[src/rtl/fb_frame_streamer.sv]
// Frame-rate tick generator and framebuffer streamer: sends SYNC_BYTE followed by the
// framebuffer over a byte handshake, sharing the framebuffer read port with a higher-priority CPU.
module fb_frame_streamer #(
  parameter int         CLKS_PER_FRAME = 833333,
  parameter int         FB_BYTES       = 256,
  parameter logic [7:0] SYNC_BYTE      = 8'hA5
) (
  input  logic       clk,
  input  logic       rst_n,
  input  logic       en,
  input  logic       cpu_rd_req,
  input  logic [7:0] cpu_addr,
  output logic [7:0] fb_addr,
  output logic       fb_rd_en,
  input  logic [7:0] fb_rdata,
  output logic [7:0] tx_data,
  output logic       tx_valid,
  input  logic       tx_ready,
  output logic       frame_tick,
  output logic       busy,
  output logic [7:0] drop_cnt
);
  localparam int            CW        = (CLKS_PER_FRAME > 1) ? $clog2(CLKS_PER_FRAME) : 1;
  localparam logic [CW-1:0] TICK_LAST = CW'(CLKS_PER_FRAME - 1);
  localparam logic [8:0]    IDX_LAST  = 9'(FB_BYTES - 1);

  typedef enum logic [2:0] {IDLE, HDR, REQ, WAIT, SEND} state_t;

  state_t        state, state_nxt;
  logic [CW-1:0] tick_cnt;
  logic [8:0]    idx, idx_nxt;
  logic [7:0]    tx_data_nxt;
  logic          tx_valid_nxt;
  logic          xfer;

  assign frame_tick = en && (tick_cnt == TICK_LAST);
  assign xfer       = tx_valid && tx_ready;
  assign busy       = (state != IDLE);

  // CPU always wins the read port; the streamer only drives it while parked in REQ.
  assign fb_rd_en = cpu_rd_req | (state == REQ);
  assign fb_addr  = cpu_rd_req ? cpu_addr : ((state == REQ) ? idx[7:0] : 8'h00);

  always_ff @(posedge clk or negedge rst_n) begin
    if (!rst_n)          tick_cnt <= '0;
    else if (!en)        tick_cnt <= '0;
    else if (frame_tick) tick_cnt <= '0;
    else                 tick_cnt <= tick_cnt + CW'(1);
  end

  always_ff @(posedge clk or negedge rst_n) begin
    if (!rst_n)
      drop_cnt <= 8'h00;
    else if (frame_tick && busy && (drop_cnt != 8'hFF))
      drop_cnt <= drop_cnt + 8'd1;
  end

  always_ff @(posedge clk or negedge rst_n) begin
    if (!rst_n) begin
      state    <= IDLE;
      idx      <= '0;
      tx_data  <= 8'h00;
      tx_valid <= 1'b0;
    end else begin
      state    <= state_nxt;
      idx      <= idx_nxt;
      tx_data  <= tx_data_nxt;
      tx_valid <= tx_valid_nxt;
    end
  end

  always_comb begin
    state_nxt    = state;
    idx_nxt      = idx;
    tx_data_nxt  = tx_data;
    tx_valid_nxt = tx_valid;
    case (state)
      IDLE: if (frame_tick) begin
        idx_nxt      = '0;
        tx_data_nxt  = SYNC_BYTE;
        tx_valid_nxt = 1'b1;
        state_nxt    = HDR;
      end
      HDR: if (xfer) begin
        tx_valid_nxt = 1'b0;
        state_nxt    = REQ;
      end
      REQ: if (!cpu_rd_req) state_nxt = WAIT;
      // fb_rdata here belongs to the REQ-cycle address even if the CPU reads now.
      WAIT: begin
        tx_data_nxt  = fb_rdata;
        tx_valid_nxt = 1'b1;
        state_nxt    = SEND;
      end
      SEND: if (xfer) begin
        tx_valid_nxt = 1'b0;
        idx_nxt      = idx + 9'd1;
        state_nxt    = (idx == IDX_LAST) ? IDLE : REQ;
      end
      default: state_nxt = IDLE;
    endcase
  end
endmodule

[config.mk]
export PLATFORM = sky130hd
export DESIGN_NAME = fb_frame_streamer
export DESIGN_NICKNAME = d
export VERILOG_FILES = /design/src/rtl/fb_frame_streamer.sv
export SDC_FILE = /design/constraint.sdc
export NUM_CORES = 1
export LEC_CHECK = 0
export ABC_AREA = 1
export BUFFER_PORTS_ARGS = -buffer_cell sky130_fd_sc_hd__buf_4
export CAP_MARGIN = 5
export CORE_UTILIZATION = 55
export DETAILED_ROUTE_END_ITERATION = 10
export PLACE_DENSITY = 0.78
export SLEW_MARGIN = 30
export SYNTH_ARGS = -nofsm -noshare
export SYNTH_HDL_FRONTEND = slang
export SYNTH_SLANG_ARGS = --single-unit
[constraint.sdc]
create_clock -name clk -period 4.32 [get_ports clk]
set_clock_uncertainty 0.15 [all_clocks]
set_input_delay 0.432 -clock clk [delete_from_list [all_inputs] [get_ports clk]]
set_output_delay 0.432 -clock clk [all_outputs]
set_load 0.01 [all_outputs]
== After elaboration in Yosys (flattened, before gate mapping) ==
Index checks and enable logic that the tools add are counted.

* Register bits after elaboration: 49
* Latch bits: 0
* Memory bits (writable): 0
* ROM bits: 0
* Input port bits: 21
* Output and inout port bits: 28
* Logic and storage cells: 54
* Memories: 0

* Add/subtract/negate cells: 3
* $mul: 0
* Div/mod/pow operators: 0
* Magnitude comparators: 0
* Equality and inequality tests: 12
* Shifts and indexed selects: 0
* Mux-type cells: 18
* Bitwise logic cells: 1
* Reductions and logical operators: 14

{| class="wikitable"
|+ Operators with widths
! cell !! count
|-
| 20-bit 2-to-1 mux || 2
|-
| 8-bit 2-to-1 mux || 3
|-
| 20-bit by 1-bit adder with 20-bit output (second input constant) || 1
|-
| 20-bit equality test (second input constant) || 1
|-
| 9-bit 2-to-1 mux || 2
|-
| 9-bit one-hot mux with 2 select lines || 1
|-
| 8-bit one-hot mux with 2 select lines || 1
|-
| 3-bit one-hot mux with 5 select lines || 1
|-
| 3-bit 2-to-1 mux || 4
|-
| 9-bit by 1-bit adder with 9-bit output (second input constant) || 1
|-
| 9-bit by 8-bit equality test with 1-bit output (second input constant) || 1
|-
| 8-bit by 1-bit adder with 8-bit output (second input constant) || 1
|-
| 2-bit inequality test (second input constant) || 4
|-
| 8-bit inequality test (second input constant) || 1
|-
| 3-bit by 2-bit equality test with 1-bit output (second input constant) || 2
|-
| 3-bit AND reduction || 2
|-
| 3-bit nonzero test || 2
|-
| 1-bit logical AND || 4
|-
| 4-bit AND reduction || 1
|-
| 2-bit nonzero test || 2
|-
| 3-bit by 1-bit equality test with 1-bit output (second input constant) || 1
|-
| 3-bit equality test (second input constant) || 1
|-
| 3-bit logical NOT || 1
|-
| 1-bit one-hot mux with 3 select lines || 1
|-
| 6 further kinds || 7
|}

== Longest topological paths before layout ==
Gate-level depths: netlist of the first run.

* Depth after elaboration: 4
* Depth in mapped cells: 11
* Gate-level depth less buffers: 11

== Worst setup path before layout of the first run ==
Ideal clock, no wire load.

* Kind: register to output
* From: reg state[2]
* To: out fb_addr[0]
* Arrival time: 1.111 ns
* Data required time: 3.738 ns
* Setup slack: 2.627 ns
* Stages on the path, launching flop included: 5
* Cell sequence: dfrtp_1 > nor3_1 > clkbuf_1 > nand3_1 > nand2_1

* Word-level cells in the longest chain between the ends: 3

{| class="wikitable"
|+ RTL lines
! what !! line !! source
|-
| from (decl) || 29 || <nowiki>state_t state, state_nxt;</nowiki>
|-
| from (signal assigned) || 65 || <nowiki>state <= state_nxt;</nowiki>
|-
| 3-bit by 2-bit equality test with 1-bit output || 42 || <nowiki>assign fb_addr = cpu_rd_req ? cpu_addr : ((state == REQ) ? idx[7:0] : 8'h00);</nowiki>
|-
| 8-bit 2-to-1 mux (2 in series) || 42 ||
|-
| to (decl) || 13 || <nowiki>output logic [7:0] fb_addr,</nowiki>
|}

Every way passes these cells.

== Worst setup path after layout of the first run ==
* From: reg state[2]
* To: out fb_addr[3]

The elaborated chain is that of the path after synthesis.

==> out/metrics.csv, run 1 <==
metric,value,unit
Num CTS Buffers,5,
Starting Density,0.5868,
Crit path largest cell delay,0.57,ns
fin crit period,2.282,ns
via count,2557,
filler cell count,409,
CTS tree,done,
worst-skew pair later-pin latency,0.31,ns
share of post-route cells with drive strength above 1,0.2245,
most frequent cells in the layout,"nand2_1 (110), nor2_1 (54), dfrtp_1 (49)",
gpl congestion,0.8580,
LEAKAGE,1.706,nW
Synth Instances,387,
wire per inst,11.91,um
Crit Path Class,flip-flop to output pin,
Final setup viols,0,
WP data required,3.74,ns
unrepaired setup endpoints after global routing,no,
Die Ht,73.93,um
#FFs+latches synth,49,
largest net degree at the start of global routing,50,
"Hold Vio Cnt, Final",0,
post-synthesis net count,413,
vias in the first global route,2421,
Avg Synthesized Cell Area,7.352,um2
Longest Clk Path Bufs,2,
CP top delay family,simple AND/OR/NAND/NOR gates,
Antenna diodes,0,
dpl hpwl,4454,um
DR iter-0 viols,166,
DR pass1 iterations,4,
worst vdd ir,0.0002269,V
Achievable Freq,438.2,MHz
fin crit share,0.5283,
max cap viols,0,
CP endpoint kind,output pin,
Yosys Warn Count,0,
data arrival time of the worst path,1.70,ns
grt total ovfl,0,
Final Hold Slack,0.1664,ns
initial antenna violation count,0,
Startpoint Class,flip-flop,
Clock Sinks,49,
Worst Hold Class,input pin to flip-flop,
Slew headroom,0.5642,
Slew @ Worst Pin,0.6501,ns
CP bufs+invs,1,
Final TNS setup,0,ns
area growth from synthesis to layout,20.32,%
Final Max Tran Viols,0,
die area,5465,um2
register area share after synthesis,0.4310,
P per Cell Area,269.1,nW/um2
mapped cell area,2845,um2
Crit Path Max Fanout,11,
core area,4848,um2
PortBufs,48,
Clock Root Buffer,clkbuf_8,
Hold Buf Count CTS,1,
slowest stage cell on the critical path,nor3_2,
first-pass GRT wire length,10320,um
Worst-path clk slew,0.09,ns
# H-tree levels,2,
outcome,finished clean,
"Cell Chain, Critical Path",nor3_2 > nand3_1 > nand2_1 > buf_4,
Placed Instance Area,3276,um2
Total GRT Usage,0.2446,
post-route ant nets,0,
Die W,73.93,um
final WL,6052,um
final instance area,3423,um2
Layout Nets,466,
Post-CTS Setup Bufs,0,
post-synth cell types,29,
"commonest non-fill, non-tap cell in the layout",nand2_1,
DRC,0,
Vias/cell,5.033,
post_cts resized,0,
number of I/O pins,49,
total chip power,921.4,uW
# rows,25,
synthesized netlist by cell type (all sizes together):
master / n / area, um2
nand2: 115 / 467.9
nor2: 74 / 352.8
inv: 51 / 193.9
dfrtp: 49 / 1226
nand3: 35 / 180.2
o21ai: 13 / 72.57
nor3: 12 / 60.06
nand4: 7 / 43.79
a21oi: 5 / 25.02
ha: 5 / 62.56
nor3b: 4 / 30.03
xnor2: 4 / 35.03
nand3b: 3 / 22.52
xor2: 3 / 26.28
clkbuf: 2 / 7.510
or2: 2 / 12.51
a31oi: 1 / 6.260
a41oi: 1 / 8.760
buf: 1 / 11.26
power by group:
group	total, mW	switching (mW)	internal [mW]
sequential	0.466	0.00345	0.462
combinational	0.0574	0.0308	0.0267
clock	0.398	0.165	0.233
total	0.921	0.199	0.722
worst paths after layout:
kind | startpoint | to | slack (ns) | cells after the start
min in group asynchronous | rst_n | tick_cnt[4] | 0.51 | 2
worst max register to register | tick_cnt[0] | tick_cnt[10] | 2.24 | 9
worst max-delay path | state[2] | fb_addr[3] | 2.04 | 4
worst min-delay path | fb_rdata[1] | tx_data[1] | 0.17 | 3
max in group asynchronous | rst_n | tx_data[4] | 3.09 | 2
worst min register to register | tx_data[1] | tx_data[1] | 0.33 | 2
area by class of cell:
class	instances	area (um2)	share of cell area
Multi-Input combinational cell	284	1411	0.4123
Sequential cell	49	1226	0.3582
Timing Repair Buffer	49	370.4	0.1082
Inverter	51	193.9	0.05665
Tap cell	67	83.83	0.02449
Clock buffer	5	68.82	0.02010
Clock inverter	3	68.82	0.02010
sequential cells by signal, indices dropped and copies added, names as in the netlist:
name      cells
idx           9
tx_data       8
drop_cnt      8
tx_valid      1
state         3
tick_cnt     20
tightest hold or removal path, cell delays in order:
cell,delay (ns)
buf_4,0.08
nand2_1,0.04
nand2_1,0.05
logic make-up (layout without fill, tap and decap cells):
| logic type | count (synthesis) | in the layout | synth area share |
|---|---|---|---|
| DFF | 49 | 49 | 0.4310 |
| and+or+nand+nor | 252 | 252 | 0.4112 |
| xor gates and xnor gates | 7 | 7 | 0.02155 |
| adders and majority gates | 5 | 5 | 0.02199 |
| buffers and inverters | 54 | 108 | 0.07476 |
| AOI/OAI and AO/OA | 20 | 20 | 0.03958 |
metrics by stage:
stage	util	instances	setup WS, ns
3_5_place_dp	0.6756	499	2.299
6_report	0.7061	508	2.038
4_1_cts	0.7061	508	2.031
5_1_grt	0.7061	508	1.883
2_1_floorplan	-	387	2.627
3_3_place_gp	0.6746	499	2.064
layer usage:
metal | GRT usage | vias up | wire length (um)
li1 | - | 1324 | -
met1 | 0.3099 | 1173 | 2758
met2 | 0.4263 | 53 | 2983
met3 | 0.03841 | 7 | 233
met4 | 0.07906 | 0 | 76
met5 | 0 | - | 0
Power figures use the tool's default switching activity.
==> run 2, diff against run 1 <==
--- a/config.mk
+++ b/config.mk
@@ -8,9 +8,9 @@
 export ABC_AREA = 1
 export BUFFER_PORTS_ARGS = -buffer_cell sky130_fd_sc_hd__buf_4
 export CAP_MARGIN = 5
-export CORE_UTILIZATION = 55
+export CORE_UTILIZATION = 51
 export DETAILED_ROUTE_END_ITERATION = 10
-export PLACE_DENSITY = 0.78
+export PLACE_DENSITY = 0.76
 export SLEW_MARGIN = 30
 export SYNTH_ARGS = -nofsm -noshare
 export SYNTH_HDL_FRONTEND = slang
==> constraint.sdc (replaced) <==
create_clock -name clk -period 1.84 [get_ports clk]
set_clock_uncertainty 0.15 [all_clocks]
set_input_delay 0.184 -clock clk [delete_from_list [all_inputs] [get_ports clk]]
set_output_delay 0.184 -clock clk [all_outputs]
set_load 0.01 [all_outputs]
==> run 2 against run 1 <==
  * Clock power is 60% higher
  * Combinational power increased to 2.8 times the previous value
  * Hold slack got worse by 0.12 ns
  * First-iteration DRC count fell by 23%
  * Sequential cell count unchanged
  * Global-route usage decreased by 0.79 points
  * Count of clock-buffer cells in the layout stayed put
  * Sequential power increased by 130%
  * Die area rose by 7.6%
  * Non-clock buffer count increased by 27
  * Critical path type is now flip-flop to flip-flop
  * Largest cell class unchanged
  * Largest power group unchanged
==> out/metrics.csv, run 2 (synthesis gave the netlist of run 1 again) <==
metric,value,unit
outcome,finished clean,
gpl congestion,0.8507,
CTS tree,done,
Starting Density,0.5432,
Antenna diodes,0,
dpl hpwl,4561,um
# rows,26,
PortBufs,48,
first-pass GRT wire length,11360,um
vias in the first global route,2659,
Final Max Tran Viols,0,
wire per inst,12.20,um
Crit Path Class,flip-flop to flip-flop,
Final TNS setup,0,ns
Layout Nets,493,
share of post-route cells with drive strength above 1,0.2970,
biggest regs,"tick_cnt (20), idx (9)",
Crit Path Max Fanout,2,
Longest Clk Path Bufs,2,
number of I/O pins,49,
Worst-path clk slew,0.09,ns
Worst Hold Class,input pin to flip-flop,
Place WS,0.05318,ns
Worst Slack Setup Final,0.03095,ns
Die W,76.69,um
"Hold Vio Cnt, Final",0,
Clock Root Buffer,clkbuf_8,
Slew headroom,0.5879,
Placed Cells,509,
Final setup viols,0,
DRC,0,
Largest register FFs,20,
"commonest non-fill, non-tap cell in the layout",nand2_1,
Slew @ Worst Pin,0.6181,ns
via count,2713,
worst vdd ir,0.0005108,V
Die Ht,76.69,um
Non-Filler Instances,538,
LEAKAGE,1.826,nW
initial antenna violation count,0,
DR iter-0 viols,127,
fin crit period,1.809,ns
Largest Register,tick_cnt,
largest net degree at the start of global routing,50,
post-route ant nets,0,
WP data required,1.88,ns
unrepaired setup endpoints after global routing,yes,
Total GRT Usage,0.2367,
# H-tree levels,2,
CP endpoint kind,flip-flop,
Startpoint Class,flip-flop,
data arrival time of the worst path,1.85,ns
P per Cell Area,511.4,nW/um2
final WL,6564,um
core area,5238,um2
Achievable Freq,552.8,MHz
Num CTS Buffers,5,
Clock Sinks,49,
most frequent cells in the layout,"nand2_1 (106), buf_4 (65), nor2_1 (50)",
worst-skew pair later-pin latency,0.31,ns
fin crit share,0.9832,
die area,5881,um2
Vias/cell,5.043,
max cap viols,0,
area growth from synthesis to layout,30.12,%
grt total ovfl,0,
DR pass1 iterations,4,
## run 2: final timing paths
| path | start | to | slack [ns] | cells past startpoint |
|---|---|---|---|---|
| setup / recovery | idx[1] | state[1] | 0.03 | 9 |
| hold / removal | tx_ready | state[2] | 0.05 | 4 |
| setup reg to reg | idx[1] | state[1] | 0.03 | 9 |
| hold reg to reg | tx_data[6] | tx_data[6] | 0.33 | 2 |
| max in group asynchronous | rst_n | state[2] | 0.82 | 2 |
| min in group asynchronous | rst_n | tick_cnt[9] | 0.28 | 2 |
## run 2: metal layers
layer	track usage	share of wire	up-vias
met5	0	0	-
li1	-	-	1371
met2	0.4161	0.52	52
met3	0.05952	0.038	13
met1	0.2847	0.43	1277
met4	0.06731	0.013	0
## run 2: area by class of cell
class,instances,area [um2]
Fill cell,416,1535
Multi-Input combinational cell,284,1511
Sequential cell,49,1229
Timing Repair Buffer,76,594.3
Inverter,51,193.9
Tap cell,70,87.58
Clock buffer,5,68.82
Clock inverter,3,17.52
## run 2: critical path, cell delays in order (launching register included)
cell	delay, ns
dfrtp_1	0.37
ha_2	0.22
nand3_4	0.10
nor2_4	0.11
nand2_2	0.07
nor3b_2	0.22
ha_2	0.19
nor2_1	0.05
nor3_2	0.12
a21oi_1	0.09
## run 2: where the power goes
part,leakage (nW),total (mW),internal [mW],switching (mW)
Combinational,1.13,0.163,0.0844,0.0786
Clock,0.0439,0.638,0.263,0.374
Sequential,0.649,1.09,1.09,0.00742
Total,1.83,1.89,1.43,0.460
## run 2: repair_timing
| action | 4_1_cts | 5_1_grt |
|---|---|---|
| cloned | 0 | 1 |
| pin swaps | 7 | 8 |
| hold endpoints to repair | 57 | 0 |
| buffers inserted | 8 | 3 |
| resized for setup | 7 | 24 |
| setup endpoints to repair | 2 | 22 |
| hold buffers | 9 | 0 |
## run 2: metrics by stage
stage,hold slack (ns),cell area [um2],power [mW],util
2_1_floorplan,-0.2616,2845,1.165,-
3_3_place_gp,0.09535,3327,1.248,0.6352
3_5_place_dp,0.09768,3327,1.250,0.6352
4_1_cts,0.04095,3583,1.909,0.6842
5_1_grt,0.07498,3702,1.967,0.7069
6_report,0.05054,3702,1.894,0.7069
